[config.mk]
export PLATFORM = sky130hd
export DESIGN_NAME = iob_fp_float2int
export DESIGN_NICKNAME = d
export VERILOG_FILES = /design/src/rtl/iob_fp_float2int_pkg.sv /design/src/rtl/iob_fp_special.sv /design/src/rtl/iob_fp_float2int.sv
export SDC_FILE = /design/constraint.sdc
export NUM_CORES = 1
export LEC_CHECK = 0
export ABC_AREA = 1
export BUFFER_PORTS_ARGS = -buffer_cell sky130_fd_sc_hd__buf_4
export CAP_MARGIN = 20
export CELL_PAD_IN_SITES_DETAIL_PLACEMENT = 1
export CELL_PAD_IN_SITES_GLOBAL_PLACEMENT = 2
export CORE_MARGIN = 2
export CORE_UTILIZATION = 32
export CTS_CLUSTER_SIZE = 20
export DETAILED_ROUTE_END_ITERATION = 16
export PLACE_DENSITY_LB_ADDON = 0.1
export SKIP_LAST_GASP = 1
export SLEW_MARGIN = 20
export SYNTH_ARGS = -nofsm -noshare
export SYNTH_HDL_FRONTEND = slang
export SYNTH_SLANG_ARGS = --single-unit
[constraint.sdc]
create_clock -name clk_i -period 2.7 [get_ports clk_i]
set_input_delay 0.135 -clock clk_i [delete_from_list [all_inputs] [get_ports clk_i]]
set_output_delay 0.135 -clock clk_i [all_outputs]
set_load 0.1 [all_outputs]
[src/rtl/iob_fp_float2int_pkg.sv]
// iob_fp_float2int_pkg: shared FP field widths, class bundle, canonical NaN/inf encodings and integer saturation constants
package iob_fp_float2int_pkg;
  typedef struct packed {
    logic nan;
    logic inf;
    logic zero;
    logic sub;
  } fp_class_t;
  function automatic int man_w(input int data_w, input int exp_w);
    return data_w - exp_w;
  endfunction
  function automatic int bias(input int exp_w);
    return (1 << (exp_w - 1)) - 1;
  endfunction
  function automatic logic [63:0] fp_nan(input int data_w, input int exp_w);
    return (((64'd1 << exp_w) - 64'd1) << (data_w - exp_w - 1)) | (64'd1 << (data_w - exp_w - 2));
  endfunction
  function automatic logic [63:0] fp_inf(input logic sign, input int data_w, input int exp_w);
    return (64'(sign) << (data_w - 1)) | (((64'd1 << exp_w) - 64'd1) << (data_w - exp_w - 1));
  endfunction
  function automatic logic [63:0] int_max(input int int_w);
    return (64'd1 << (int_w - 1)) - 64'd1;
  endfunction
  function automatic logic [63:0] int_min(input int int_w);
    return 64'd1 << (int_w - 1);
  endfunction
endpackage

[src/rtl/iob_fp_special.sv]
// iob_fp_special: classifies a packed float (op_i) into nan_o/infinite_o/zero_o/sub_normal_o
module iob_fp_special #(
  parameter int DATA_W = 32,
  parameter int EXP_W  = 8
) (
  input  logic [DATA_W-1:0] op_i,
  output logic              nan_o,
  output logic              infinite_o,
  output logic              zero_o,
  output logic              sub_normal_o
);
  logic [EXP_W-1:0] ex;
  logic             frac_nz;
  assign ex           = op_i[DATA_W-2 -: EXP_W];
  assign frac_nz      = |op_i[DATA_W-EXP_W-2:0];
  assign nan_o        = &ex & frac_nz;
  assign infinite_o   = &ex & ~frac_nz;
  assign zero_o       = ~|ex & ~frac_nz;
  assign sub_normal_o = ~|ex & frac_nz;
endmodule

[src/rtl/iob_fp_float2int.sv]
// iob_fp_float2int: pipelined float->int truncating converter; start_i/op_i in, done_o/res_o/overflow_o/exception_o/inexact_o out
module iob_fp_float2int
  import iob_fp_float2int_pkg::*;
#(
  parameter int DATA_W = 32,
  parameter int EXP_W  = 8,
  parameter int INT_W  = 32
) (
  input  logic              clk_i,
  input  logic              rst_n_i,
  input  logic              start_i,
  input  logic [DATA_W-1:0] op_i,
  output logic              done_o,
  output logic [INT_W-1:0]  res_o,
  output logic              overflow_o,
  output logic              exception_o,
  output logic              inexact_o
);
  localparam int MAN_W = man_w(DATA_W, EXP_W);
  localparam int F_W = MAN_W - 1;
  localparam logic signed [EXP_W:0] BIAS_E = (EXP_W+1)'(bias(EXP_W));
  localparam logic signed [EXP_W:0] F_E = (EXP_W+1)'(F_W);
  localparam logic signed [EXP_W:0] TOP_E = (EXP_W+1)'(INT_W - 1);
  localparam logic [INT_W-1:0] INT_MAX = INT_W'(int_max(INT_W));
  localparam logic [INT_W-1:0] INT_MIN = INT_W'(int_min(INT_W));
  logic nan, inf, zero, sub;
  fp_class_t cls0_d, cls0_q, cls1_q;
  logic v0_q, v1_q, v2_q, done_q;
  logic [DATA_W-1:0] op0_q;
  logic sign1_q;
  logic [MAN_W-1:0] mant1_d, mant1_q;
  logic signed [EXP_W:0] e1_d, e1_q;
  logic sat2_d, sat2_q, neg2_d, neg2_q, ovf2_d, ovf2_q, exc2_d, exc2_q, inx2_d, inx2_q;
  logic [INT_W-1:0] mag2_d, mag2_q, res_d, res_q;
  logic ovf_q, exc_q, inx_q;
  logic lft, lo, rng;
  logic [EXP_W:0] lsh, rsh;
  logic [2*MAN_W-1:0] wide;
  logic [INT_W-1:0] mag_n;
  iob_fp_special #(.DATA_W(DATA_W), .EXP_W(EXP_W)) u_special (
    .op_i        (op_i),
    .nan_o       (nan),
    .infinite_o  (inf),
    .zero_o      (zero),
    .sub_normal_o(sub)
  );
  assign cls0_d  = {nan, inf, zero, sub};
  assign e1_d    = $signed({1'b0, op0_q[DATA_W-2 -: EXP_W]}) - BIAS_E;
  assign mant1_d = {1'b1, op0_q[F_W-1:0]};
  always_comb begin
    lft    = e1_q >= F_E;
    lsh    = e1_q - F_E;
    rsh    = F_E - e1_q;
    wide   = {mant1_q, {MAN_W{1'b0}}} >> rsh;
    mag_n  = lft ? INT_W'(mant1_q) << lsh : INT_W'(wide[2*MAN_W-1:MAN_W]);
    lo     = cls1_q.zero | cls1_q.sub | e1_q[EXP_W];
    // the most negative integer is representable, so e == INT_W-1 with an empty fraction is in range when negative
    rng    = (e1_q >= TOP_E) & ~(sign1_q & (e1_q == TOP_E) & ~|mant1_q[F_W-1:0]);
    sat2_d = cls1_q.nan | (~lo & rng);
    neg2_d = sign1_q & ~cls1_q.nan;
    mag2_d = lo ? '0 : mag_n;
    ovf2_d = ~cls1_q.nan & ~lo & rng;
    exc2_d = cls1_q.nan | cls1_q.inf;
    inx2_d = lo ? ~cls1_q.zero : ~rng & ~lft & |wide[MAN_W-1:0];
    res_d  = sat2_q ? (neg2_q ? INT_MIN : INT_MAX) : neg2_q ? -mag2_q : mag2_q;
  end
  always_ff @(posedge clk_i or negedge rst_n_i) begin
    if (!rst_n_i) begin
      v0_q    <= 1'b0;
      op0_q   <= '0;
      cls0_q  <= '0;
      v1_q    <= 1'b0;
      sign1_q <= 1'b0;
      mant1_q <= '0;
      e1_q    <= '0;
      cls1_q  <= '0;
      v2_q    <= 1'b0;
      sat2_q  <= 1'b0;
      neg2_q  <= 1'b0;
      mag2_q  <= '0;
      ovf2_q  <= 1'b0;
      exc2_q  <= 1'b0;
      inx2_q  <= 1'b0;
      done_q  <= 1'b0;
      res_q   <= '0;
      ovf_q   <= 1'b0;
      exc_q   <= 1'b0;
      inx_q   <= 1'b0;
    end else begin
      v0_q    <= start_i;
      op0_q   <= op_i;
      cls0_q  <= cls0_d;
      v1_q    <= v0_q;
      sign1_q <= op0_q[DATA_W-1];
      mant1_q <= mant1_d;
      e1_q    <= e1_d;
      cls1_q  <= cls0_q;
      v2_q    <= v1_q;
      sat2_q  <= sat2_d;
      neg2_q  <= neg2_d;
      mag2_q  <= mag2_d;
      ovf2_q  <= ovf2_d;
      exc2_q  <= exc2_d;
      inx2_q  <= inx2_d;
      done_q  <= v2_q;
      res_q   <= res_d;
      ovf_q   <= ovf2_q;
      exc_q   <= exc2_q;
      inx_q   <= inx2_q;
    end
  end
  assign done_o      = done_q;
  assign res_o       = res_q;
  assign overflow_o  = ovf_q;
  assign exception_o = exc_q;
  assign inexact_o   = inx_q;
endmodule

# Word-level counts from Yosys, hierarchy flattened
# Cells that the tools add are included.
[word_totals]
register_bits = 150
latch_bits = 0
ramBits = 0
mem_bits_ro = 0
in_bits = 35
output_inout_bits = 36
elab_cells = 72
memories = 0
[op_classes]
n_addsub = 4
multipliers = 0
div = 0
n_lt_le_gt_ge = 2
n_eq_ne = 1
n_shift = 2
n_mux = 6
n_bitwise = 24
n_reduce_logical = 7
[ops]
columns = ["operator", "count"]
rows = [
  ["32-bit two-way mux", 5],
  ["48-bit by 9-bit right shift with 48-bit output", 1],
  ["23-bit OR reduction", 2],
  ["32-bit negation", 1],
  ["24-bit by 9-bit left shift with 32-bit output", 1],
  ["24-bit OR reduction", 1],
  ["9-bit by 6-bit greater-or-equal comparator with 1-bit output, second input constant", 2],
  ["1-bit AND", 13],
  ["9-bit by 6-bit equality test with 1-bit output, second input constant", 1],
  ["6-bit by 9-bit subtractor with 9-bit output, first input constant", 1],
  ["8-bit by 7-bit subtractor with 9-bit output, second input constant", 1],
  ["9-bit by 6-bit subtractor with 9-bit output, second input constant", 1],
  ["8-bit AND reduction", 1],
  ["8-bit OR reduction", 1],
  ["1-bit inverter", 7],
  ["1-bit OR", 4],
  ["1-bit zero test", 2],
  ["1-bit two-way mux", 1],
]

# Logic depth before layout (Yosys ltp)
[depth]
word_depth = 9
mapped_depth = 24
ltp_nobuf = 24

# Cells and area by module
# Synthesis repeated with hierarchy kept, for this count alone.
[unflattened]
cells_unflattened = 1264
area_unflattened_um2 = 9032.4
[by_module_without_submodules]
columns = ["mod", "instances", "cells_each", "area_per_inst_um2", "seq_area_each_um2"]
rows = [
  ["iob_fp_float2int", 1, 1225, 8868.5, 3753.6],
  ["iob_fp_special", 1, 39, 163.9, 0.0],
]

# Worst setup path before layout
# No wires, ideal clock.
[synth_timing]
kind = "register to register"
from = "reg e1_q[3]"
to = "reg mag2_q[23]"
arrival_time_ns = 2.621
t_required_ns = 2.622
slack_ns = 0.002
stages_incl_launch_ff = 23
cell_sequence = "dfrtp_1 > buf_2 > inv_1 > clkbuf_1 > buf_4 > ha_1 > inv_1 > nor2_4 > nor2_1 > nor3_2 > nand3_2 > clkinv_2 > buf_6 > nand2_1 > nand2_1 > nand3_1 > nand2_1 > nand2_1 > nand2_1 > nand2_1 > nand3_1 > nand3_1 > a21oi_1"
[synth_between]
elab_chain_len = 4
word_cells_on_any_way = 7
[synth_rtl]
columns = ["element", "line", "rtl"]
rows = [
  ["from (decl)", "iob_fp_float2int.sv:32", "logic signed [EXP_W:0] e1_d, e1_q;"],
  ["from (signal assigned)", "iob_fp_float2int.sv:75", "e1_q <= '0;"],
  ["from (signal assigned)", "iob_fp_float2int.sv:96", "e1_q <= e1_d;"],
  ["6-bit by 9-bit subtractor with 9-bit output or 9-bit by 6-bit subtractor with 9-bit output (tied branches)", "iob_fp_float2int.sv:53, iob_fp_float2int.sv:52", ""],
  ["48-bit by 9-bit right shift with 48-bit output or 24-bit by 9-bit left shift with 32-bit output (tied branches)", "iob_fp_float2int.sv:54, iob_fp_float2int.sv:55", ""],
  ["32-bit two-way mux *", "iob_fp_float2int.sv:55", "mag_n = lft ? INT_W'(mant1_q) << lsh : INT_W'(wide[2*MAN_W-1:MAN_W]);"],
  ["32-bit two-way mux *", "iob_fp_float2int.sv:61", "mag2_d = lo ? '0 : mag_n;"],
  ["named net mag2_d[23]", "iob_fp_float2int.sv:34", "logic [INT_W-1:0] mag2_d, mag2_q, res_d, res_q;"],
  ["to (signal assigned)", "iob_fp_float2int.sv:101", "mag2_q <= mag2_d;"],
  ["to (decl)", "iob_fp_float2int.sv:34", ""],
]
# Mark *: on every way through the listed nets, which the timed path passes. The rest lies on a longest branch.

# Final worst setup path
[layout_timing]
from = "reg e1_q[3]"
to = "reg mag2_q[16]"
# Same word-level chain as after synthesis.

==> metrics.md <==
| Metric | Value |
|---|---|
| WS Path Type | flop to flop |
| Tmin final | 2670 ps |
| Final-report hold violation count | 0 |
| Setup violators final | 0 |
| Via/cell ratio | 5.04 |
| CTS Buf Count | 17 |
| CTS tree | yes |
| DRT antenna net count | 0 |
| Crit path launch | e1_q[3] |
| Synth area leader | dfrtp_1 |
| YS warnings | 0 |
| # DRC | 0 |
| Total number of vias | 9,060 |
| Worst setup margin | 28.2 ps |
| Post-Syn Instances | 1,232 |
| Met1 usage | 0.293 |
| Row cnt | 61 |
| Mapped Area | 8980 sq um |
| Share of flip-flops with an asynchronous set or reset | 1.00 |
| GPL Wtd Cong | 0.902 |
| Clock sink count | 150 |
| Synth top area share | 0.418 |
| Highest clock rate | 0.374 GHz |
| Initial DRC Count | 662 |
| Die ar. | 29,400 sq um |
| Routed len/inst | 18.5 um |
| Worst vdd ir | 0.355 mV |
| Ant diodes | 0 |
| P&R area growth vs syn | 38.0% |
| Placed Area | 10,400 sq um |
| Busiest grt layer | met2 |
| Worst-Skew Late Latency | 440 ps |
| WL final | 33,200 um |
| Top_reg_cell synth | dfrtp_1 |
| Global-route wire length before repair | 51,700 um |
| Met2 Use GR | 0.406 |
| All-Layer GR Usage | 0.231 |
| Pin count of the biggest net entering global routing | 81 |
| Chip width | 172 um |
| Initial Utilization | 0.324 |
| Sequential-to-total area share from yosys stat | 0.418 |
| Post-synth top cells | nand2_1, nand3_1, dfrtp_1, nor2_1, inv_1 |
| Core region area | 27,700 sq um |
| CTS max path bufs | 2 |
| Clk pwr share | 0.301 |
| TNS Setup | 0 ps |
| Average size of a mapped cell | 7.29 sq um |
| Die H | 172 um |
| Root Driver | clkbuf_16 |
| H-tree depth | 4 |
| Vias in the first global route | 9,263 |
| CP peak stage delay | 460 ps |
| Initial DRT Pass Iterations | 7 |
| WP data arrival | 3020 ps |
| Post-synth EDFFs | 0 |
| HPWL Detailed | 25,200 um |
| Met3 GRT Util | 0.0315 |
| Cell with the most instances after synthesis | nand2_1 |
| Setup crit end kind | flop |
| Ports | 71 |
| Port Buffers | 70 |
| Setup Skew | 14.9 ps |
| Critical path cell sequence | inv_1 -> ha_1 -> inv_1 -> nor2_4 -> nor2_1 -> nor3_2 -> nand3_4 -> clkinv_4 -> buf_12 -> nand2_1 -> nand2_1 -> nand3_1 -> nand3_1 -> nand3_1 -> nand3_1 -> nand3_1 -> a21boi_1 |
| CP required | 3040 ps |
| Power Dens Cells | 672 nW/um^2 |
| Combinational Power Share | 0.391 |
| Share of the clock period used by the worst path | 0.990 |
| Post-Syn Nets | 1,272 |
| Top cells by area, synth | dfrtp_1, nand2_1, nand3_1, nor2_1, inv_1 |
| FF+latch count, synth | 150 |
| Worst path slowest cell | dfrtp_2 |
| Lkg Pwr | 5.95 nW |
| Critical path peak fanout | 8 |
| Maxcap violations | 0 |
| Worst hold path type | input port to asynchronous set/reset pin |
| RSZ-0062 raised after global routing | true |
| CP Launch Type | flop |
| Overflow left after global routing | 0 |
| Reg2reg path depth | 17 |
| Initial antenna violation count | 1 |
| Status | completed |
| R2R Path Start | e1_q[3] |
| DP Worst Slack | -77.4 ps |
| CTS clk-pin slew, worst paths | 80 ps |
| Final Net Count | 1,447 |
| Most used cell, CP | nand3_1 |
| Share of cells above drive strength 1 | 0.302 |
| Flop2flop setup slack | 30 ps |
| Max-slew headroom | 0.473 |
| Worst Max-Slew Pin Slew | 784 ps |
| Yosys cell types | 49 |
| Switch Pwr | 0.00362 W |
| Switching fraction of total power | 0.435 |
| Reg power frac | 0.307 |
| Power Internal | 0.00471 W |
| Post-route cell area | 12,400 sq um |
| R2r endpoint | mag2_q[16] |
| Final Max Slew Viols | 0 |
layout make-up:
cell class              instances  area [sq um]
inverters                      86           337
repair inverters                1          5.00
clock buffers                  17           425
multi-input cells             939          5400
fillers                      3362         15300
repair buffers                212          1800
well taps                     378           473
clock inverters                15           189
flip-flops and latches        150          3760
how the worst max path moves through the flow:
stage,endpoint,slack (ps),cells past startpoint
floorplan,mag2_q[23],2,22
global placement,inx2_q,-40,22
detailed placement,inx2_q,-80,22
CTS,inx2_q,2,22
global route,mag2_q[11],-100,16
finish,mag2_q[16],30,17
metrics by stage:
| step | total power, W | util | std cells | hold WS, ps |
|---|---|---|---|---|
| finish | 0.00833 | 0.447 | 1798 | 305 |
| global route | 0.00877 | 0.447 | 1798 | 333 |
| CTS | 0.00810 | 0.412 | 1775 | 323 |
| detailed placement | 0.00550 | 0.375 | 1706 | 227 |
| global placement | 0.00549 | 0.375 | 1706 | 222 |
| floorplan | 0.00456 | - | 1232 | -161 |
power groups by stage:
stage | clock network [W] | registers [W] | logic [W]
CTS | 0.00259 | 0.00256 | 0.00296
floorplan | 0 | 0.00337 | 0.00119
global route | 0.00267 | 0.00258 | 0.00351
finish | 0.00251 | 0.00256 | 0.00326
detailed placement | 0 | 0.00260 | 0.00290
global placement | 0 | 0.00260 | 0.00289
sequential cells by signal, summed over array words and instances, names as in the netlist, 4 cells and up:
name     count
cls1_q       4
cls0_q       4
op0_q       32
res_o       32
mant1_q     24
e1_q         9
mag2_q      32
metal layers:
layer  vias to the layer above  wire [um]
li1                       4432          -
met1                      4382      14800
met5                         -          0
met2                       189      16500
met4                         0       1030
met3                        57        885
kinds of logic (layout without fill, tap and decap cells):
kind of cell,count (synthesis),in the layout,share of synthesized area
buffers and inverters,143,331,0.0660
other,1,1,0.000418
XOR/XNOR,39,39,0.0380
AND/OR/NAND/NOR,768,768,0.389
flip-flops,150,150,0.418
AO/OA/AOI/OAI,126,126,0.0812
adder cells (fa/ha/maj),5,5,0.00697
placed cells by master, fill, tap and decap left out, types with 14 or more instances in the layout:
cell type / count
a21oi_1: 24
buf_4: 163
clkbuf_16: 18
dfrtp_1: 146
dlygate4sd3_1: 34
inv_1: 72
nand2_1: 297
nand2_2: 53
nand3_1: 173
nand3_2: 65
nand4_1: 16
nor2_1: 84
nor4_1: 17
o21ai_0: 33
o21ai_2: 14
xor2_1: 30
worst max-delay path: cells and delay by family (launching register included):
| family | cells | cell delay, ps |
|---|---|---|
| buf+inv | 4 | 420 |
| simple gates | 11 | 1400 |
| fa+ha+maj | 1 | 150 |
| flops | 1 | 460 |
| compound gates | 1 | 150 |
timing repair:
item	CTS	global route
gates cloned	0	3
hold buffers	34	0
endpoints found under the setup margin	8	39
pin swaps	0	54
gates resized for setup	5	213
setup buffers	3	20
hold endpoints to repair	113	0
No activity file was read; power rests on OpenSTA's default activity.
